[src/rtl/exchange_sequencer.sv]
// Iteration scheduler for the replica_d exchange array: drives the exponent unit,
// the two-cycle opt_run burst and the exchange shift-out, alternating OR1/TWO pairing.
package exchange_sequencer_pkg;
    typedef enum logic [1:0] {COM_NOP = 2'd0, COM_OR1 = 2'd1, COM_TWO = 2'd2} com_t;
    typedef struct packed {
        com_t       com;
        logic [2:0] rsvd;
    } opt_t;
endpackage

module exchange_sequencer
    import exchange_sequencer_pkg::*;
#(
    parameter int EXP_CYCLES   = 17,
    parameter int REPLICA_NUM  = 32,
    parameter int SHIFT_CYCLES = REPLICA_NUM,
    parameter int ITER_W       = 16
) (
    input  logic              clk,
    input  logic              reset,
    input  logic              start,
    input  logic              abort,
    input  logic [ITER_W-1:0] iter_num,
    input  logic [16:0]       recip_in,
    output logic              busy,
    output logic              done,
    output logic [ITER_W-1:0] iter_cnt,
    output logic              opt_run,
    output opt_t              opt,
    output logic              exp_init,
    output logic              exp_run,
    output logic              exp_fin,
    output logic [16:0]       exp_recip,
    output logic              exchange_shift_d
);

    localparam int STEP_MAX = (EXP_CYCLES > SHIFT_CYCLES) ? EXP_CYCLES : SHIFT_CYCLES;
    localparam int STEP_W   = (STEP_MAX > 1) ? $clog2(STEP_MAX) : 1;
    localparam logic [STEP_W-1:0] EXP_LAST   = STEP_W'(EXP_CYCLES - 1);
    localparam logic [STEP_W-1:0] SHIFT_LAST = STEP_W'(SHIFT_CYCLES - 1);

    typedef enum logic [2:0] {
        S_IDLE, S_EXP_INIT, S_EXP_RUN, S_EXP_FIN, S_OPT, S_SHIFT, S_NEXT, S_DONE
    } state_t;

    state_t            state;
    logic [STEP_W-1:0] step;
    logic              parity;
    logic              gap;
    logic [ITER_W-1:0] iter_num_q;
    logic [ITER_W-1:0] iter_cnt_inc;

    assign iter_cnt_inc = iter_cnt + ITER_W'(1);

    // Outputs are assigned for the state being entered, so each is a clean register.
    always_ff @(posedge clk or negedge reset) begin
        if (!reset) begin
            state            <= S_IDLE;
            step             <= '0;
            parity           <= 1'b0;
            gap              <= 1'b0;
            iter_num_q       <= '0;
            busy             <= 1'b0;
            done             <= 1'b0;
            iter_cnt         <= '0;
            opt_run          <= 1'b0;
            opt              <= '0;
            exp_init         <= 1'b0;
            exp_run          <= 1'b0;
            exp_fin          <= 1'b0;
            exp_recip        <= '0;
            exchange_shift_d <= 1'b0;
        end else begin
            case (state)
                S_IDLE: begin
                    if (start) begin
                        iter_cnt <= '0;
                        if (iter_num != '0) begin
                            iter_num_q <= iter_num;
                            exp_recip  <= recip_in;
                            parity     <= 1'b0;
                            busy       <= 1'b1;
                            exp_init   <= 1'b1;
                            state      <= S_EXP_INIT;
                        end else begin
                            done  <= 1'b1;
                            state <= S_DONE;
                        end
                    end
                end
                S_EXP_INIT: begin
                    exp_init <= 1'b0;
                    exp_run  <= 1'b1;
                    step     <= '0;
                    state    <= S_EXP_RUN;
                end
                S_EXP_RUN: begin
                    if (step == EXP_LAST) begin
                        exp_run <= 1'b0;
                        exp_fin <= 1'b1;
                        step    <= '0;
                        state   <= S_EXP_FIN;
                    end else begin
                        step <= step + STEP_W'(1);
                    end
                end
                S_EXP_FIN: begin
                    exp_fin  <= 1'b0;
                    opt_run  <= 1'b1;
                    opt.com  <= parity ? COM_TWO : COM_OR1;
                    step     <= '0;
                    state    <= S_OPT;
                end
                S_OPT: begin
                    if (step != '0) begin
                        opt_run <= 1'b0;
                        opt.com <= COM_NOP;
                        gap     <= 1'b1;
                        step    <= '0;
                        state   <= S_SHIFT;
                    end else begin
                        step <= STEP_W'(1);
                    end
                end
                S_SHIFT: begin
                    // First SHIFT cycle is idle so replica exchange_l can fall back to NOP.
                    if (gap) begin
                        gap              <= 1'b0;
                        exchange_shift_d <= 1'b1;
                        step             <= '0;
                    end else if (step == SHIFT_LAST) begin
                        exchange_shift_d <= 1'b0;
                        step             <= '0;
                        state            <= S_NEXT;
                    end else begin
                        step <= step + STEP_W'(1);
                    end
                end
                S_NEXT: begin
                    iter_cnt <= iter_cnt_inc;
                    parity   <= ~parity;
                    if (iter_cnt_inc == iter_num_q || abort) begin
                        busy  <= 1'b0;
                        done  <= 1'b1;
                        state <= S_DONE;
                    end else begin
                        exp_init <= 1'b1;
                        state    <= S_EXP_INIT;
                    end
                end
                S_DONE: begin
                    done  <= 1'b0;
                    state <= S_IDLE;
                end
                default: state <= S_IDLE;
            endcase
        end
    end

endmodule
[config.mk]
export PLATFORM = sky130hd
export DESIGN_NAME = exchange_sequencer
export DESIGN_NICKNAME = d
export VERILOG_FILES = /design/src/rtl/exchange_sequencer.sv
export SDC_FILE = /design/constraint.sdc
export NUM_CORES = 1
export LEC_CHECK = 0
export CAP_MARGIN = 20
export CORE_MARGIN = 1.5
export CORE_UTILIZATION = 45
export CTS_BUF_LIST = sky130_fd_sc_hd__clkbuf_16
export CTS_CLUSTER_DIAMETER = 150
export DETAILED_ROUTE_END_ITERATION = 10
export PLACE_DENSITY = 0.72
export SYNTH_ARGS = -nofsm -noshare
export SYNTH_HDL_FRONTEND = slang
export SYNTH_SLANG_ARGS = --single-unit
[constraint.sdc]
create_clock -name clk -period 2.77 [get_ports clk]
set_input_delay 0.554 -clock clk [delete_from_list [all_inputs] [get_ports clk]]
set_output_delay 0.554 -clock clk [all_outputs]
set_load 0.005 [all_outputs]
* Word level (Yosys, flattened, before mapping)
Index checks and enable logic that the tools add are counted.
** Cells by class
- $add $sub $neg :: 2
- Multiply operators :: 0
- Div/mod/pow operators :: 0
- Order comparisons :: 0
- Equal/unequal tests :: 19
- Shift operators :: 0
- Muxes and demuxes :: 41
- Bitwise gates (word level) :: 1
- Reduce and logical (&&, ||, !) cells :: 26
** Operators by type and width (count)
- 16-bit case mux with 2 select lines :: 1
- 3-bit case mux with 8 select lines :: 1
- 3-bit 2-to-1 mux :: 7
- 5-bit case mux with 4 select lines :: 1
- 2-bit inequality test (second input constant) :: 9
- 16-bit by 1-bit adder with 16-bit output (second input constant) :: 1
- 16-bit equality test :: 1
- 1-bit 2-to-1 mux :: 16
- 16-bit 2-to-1 mux :: 1
- 16-bit nonzero test :: 1
- 5-bit 2-to-1 mux :: 3
- 3-bit equality test (second input constant) :: 4
- 1-bit case mux with 2 select lines :: 6
- 2-bit AND reduction :: 6
- 4-bit AND reduction :: 3
- 2-bit nonzero test :: 6
- 5-bit equality test (second input constant) :: 2
- 3-bit by 2-bit equality test with 1-bit output (second input constant) :: 2
- 1-bit case mux with 3 select lines :: 2
- 3-bit AND reduction :: 2
- 3-bit nonzero test :: 2
- 5-bit by 1-bit adder with 5-bit output (second input constant) :: 1
- 5-bit AND reduction :: 1
- 5-bit nonzero test :: 1
- 8 further kinds :: 9
** Storage, ports and cells
- Register bits :: 68
- Latch bits :: 0
- RAM bits :: 0
- ROM bits :: 0
- Input bits :: 37
- Output and inout bits :: 45
- Word-level logic and storage cells :: 104
- Memories :: 0

* Longest topological paths before layout
- Depth in word-level cells :: 5
- Depth in mapped cells :: 10
- Mapped depth without buffers :: 8

* Least setup slack after synthesis
No wires, ideal clock.
- Path kind :: register to register
- Start point :: register iter_cnt[0]
- End point :: register busy
- Library setup time :: 153 ps
- Arrival :: 2361 ps
- Required time :: 2617 ps
- Setup slack :: 256 ps
- Cell stages (with the launch flop) :: 10
- Path buffers :: 1
- Clock period less this slack :: 2514 ps
- Path through :: dfrtp_1 > ha_1 > buf_4 > nand4_4 > nor4_1 > mux2i_1 > o31ai_1 > or4_1 > nor3b_2 > o311ai_1
** Between the ends
- Longest elaborated chain between the ends :: 5
** RTL lines
- from (decl) :: line 27 : output logic [ITER_W-1:0] iter_cnt,
- from (signal assigned) :: line 140 : iter_cnt <= iter_cnt_inc;
- 16-bit by 1-bit adder with 16-bit output :: line 53 : assign iter_cnt_inc = iter_cnt + ITER_W'(1);
- 16-bit equality test :: line 142 : if (iter_cnt_inc == iter_num_q || abort) begin
- 1-bit logical OR :: line 142
- 2-bit inequality test (no line)
- 4-bit AND reduction (no line)
- to (signal assigned) :: line 63 : busy <= 1'b0;
- to (signal assigned) :: line 82 : busy <= 1'b1;
- to (signal assigned) :: line 143 : busy <= 1'b0;
- to (decl) :: line 25 : output logic busy,
Every way passes these cells.
A chain may end at the register's enable or synchronous reset.

* Final worst setup path
Ends and elaborated chain as after synthesis.

==> reports/qor.csv <==
metric,value,unit
status,finished clean,
crit_buf_inv,1,
start_util,46.9,%
synth_top_cell_area_share,43.9,%
rsz0062_at_grt,no,
grt_usage,23.1,%
maxCapViolations,0,
p_sw,1.79,mW
drive_above_1_share,17.6,%
r2r_end,busy$_DFFE_PN0P_,
hold_viol_final,0,
grt_pass1_wl,16200,um
drt-total-wl,9970,um
power.density,946,nW/um^2
finClkSkew,12.2,ps
antenna_left,0,
cp_data_arrival_time,2730,ps
wl_met3,695,um
switching_share,36.5,%
startpoint,iter_cnt[0]$_DFFE_PN0P_,
crit_end,busy$_DFFE_PN0P_,
p_clk_share,21.8,%
wl_per_cell,16.6,um
netlist_instances,398,
wl_met1,4470,um
internal_power,3.11,mW
setup_tns,0,ps
first_pass_iters,5,
end_kind,flop,
clock_sinks,68,
cts.htree.levels,3,
worst_pin_slew,571,ps
min_period,2530,ps
combinationalPowerShare,42.6,%
fp.dieH,95.8,um
crit_path_start_kind,flop,
crit_type,flop to flop,
synth_area_leaders,"dfrtp_1 (44%), mux2_2 (9.9%), o21ai_0 (3.6%)",
holdBufCountCts,0,
grt_max_degree,69,
crit_slowest_cell,or4_1,
setup_viol,0,
cts_buffers,9,
core_area,8260,um^2
cts_max_path_buffers,2,
r2r.worst_path.cells,9,
netlist_area,3870,um^2
ys_ff_latch,68,
remaining_drc_errors,0,
fp-row-count,33,
drtIter0Drc,294,
routed.top_layer,met4,
route.met2.wl,4630,um
slowest_delay,520,ps
hold_slack,228,ps
die-area,9170,um^2
num_antenna_cells,0,
post_cts_buffers,0,
path_depth,9,
seq_power_share,35.6,%
worstHoldPathType,input port to async pin,
synth_cell_types,61,
antenna_found_initial,0,
slew_violations,0,
nNetsFinal,531,
avgViaCountPerCell,5.85,
route.vias.total,3509,
ys_warn_count,3,
die_w,95.8,um
regToRegSetupSlack,240,ps
area_growth,33.7,%
worstPathMaxFanout,7,
seq_area_frac_synth,43.9,%
synth_edf_count,0,
cp.required,2970,ps
syn_avg_cell_area,9.73,um^2
reg2reg_from,iter_cnt[0]$_DFFE_PN0P_,
p_leak,2.18,nW
portBuffers,78,
irDropWorstVdd,605,uV
fmaxAchievable,395,MHz
ys.flop_type,dfrtp_1,
async_reset_ff_share,100,%
slew_headroom,61.9,%
io_pins,82,
period_share,91.4,%
overflow,0,
synth_top_area_cell,dfrtp_1,
cts_tree,yes,
clock_latency,340,ps
cts.repair.resized,0,
clockRootBuffer,clkbuf_16,
crit_family,simple AND/OR/NAND/NOR gates,
worstPathCellList,ha_1 -> nand4_4 -> nor4_2 -> buf_4 -> mux2i_1 -> o31ai_1 -> or4_1 -> nor3b_2 -> o311ai_1,
globalplace.congestion,0.910,
dpl.hpwl,7080,um
clkTransAtPathRegs,60,ps
first_global_vias,3300,
[cells in the final DEF (no fill, tap or decap), drive strengths merged, types with 14 or more instances in the layout]
cell	instances
inv	16
nand2	25
o21ai	29
mux2	34
nand3	18
o31ai	14
clkdlybuf4s50	77
nor2	27
dfrtp	68
a21oi	24
buf	29
[cell usage after synthesis (all sizes together) (2+ instances only)]
cell and number:
dfrtp 68, mux2 34, o21ai 29, nor2 27, nand2 25, a21oi 24, nand3 18, clkbuf 15
o31ai 14, buf 12, inv 12, nor4 9, xor2 9, nand4 7, nor3 7, xnor2 7
or3 6, a21o 5, and3 5, mux2i 5, o22ai 5, a31oi 4, and2 4, ha 4
o211ai 4, a211oi 3, a22o 3, nand2b 3, nor3b 3, a311oi 2, nand3b 2, o2111ai 2
o32ai 2, or4 2
[flip-flops by register name, summed over array words and instances, names as in the netlist, 2 cells and up]
| name | flops |
|---|---|
| exp_recip | 17 |
| iter_cnt | 16 |
| iter_num_q | 16 |
| step | 5 |
| state | 3 |
| opt | 2 |
[kinds of logic after synthesis]
| kind of cell | synth area share (%) |
|---|---|
| and+or+nand+nor | 17.6 |
| AOI/OAI and AO/OA | 17.8 |
| DFF | 43.9 |
| muxes | 11.2 |
| buffers and inverters | 4.49 |
| xor gates and xnor gates | 3.62 |
| adders and majority gates | 1.29 |
| other | 0.0968 |
[power by group through the flow]
stage	registers (mW)	logic, mW	clock network, mW
after floorplan	1.63	1.32	0
after global placement	1.73	2.01	0
after detailed placement	1.75	2.07	0
after CTS	1.73	2.09	1.08
after global routing	1.79	2.30	1.12
final	1.74	2.09	1.07
[per-layer routing]
layer / track usage (%) / vias to the layer above
met5: 0 / -
met4: 9.93 / 0
met3: 5.69 / 12
met2: 33.9 / 137
met1: 32.2 / 1711
li1: - / 1649
[layout make-up]
| cell class | count | area [um^2] |
|---|---|---|
| clock inverters | 7 | 51.3 |
| well taps | 105 | 131 |
| flip-flops and latches | 68 | 1700 |
| multi-input cells | 293 | 2010 |
| clock buffers | 9 | 225 |
| inverters | 12 | 45.0 |
| fillers | 709 | 3080 |
| repair buffers | 106 | 1010 |
[worst min-delay path by stage]
stage	startpoint	end	slack, ps	depth (start not counted)
detailed placement	exp_recip[13]$_DFFE_PN0P_	exp_recip[13]$_DFFE_PN0P_	490	1
CTS	reset	exp_recip[13]$_DFFE_PN0P_	260	2
global route	reset	iter_num_q[5]$_DFFE_PN0P_	270	2
global placement	exp_recip[15]$_DFFE_PN0P_	exp_recip[15]$_DFFE_PN0P_	490	1
floorplan	reset	busy$_DFFE_PN0P_	260	0
finish	reset	iter_num_q[7]$_DFFE_PN0P_	230	2
[per-stage QoR]
stage          total power [mW]  instances  utilization [%]  instance area, um^2  setup slack (ps)
2_1_floorplan              2.95        400                -                 3880               256
3_3_place_gp               3.74        584             59.3                 4890               246
3_5_place_dp               3.82        584             59.3                 4890               235
4_1_cts                    4.90        600             62.6                 5170               185
5_1_grt                    5.21        600             62.7                 5180              45.5
6_report                   4.90        600             62.7                 5180               239
Power figures use the tool's default switching activity.
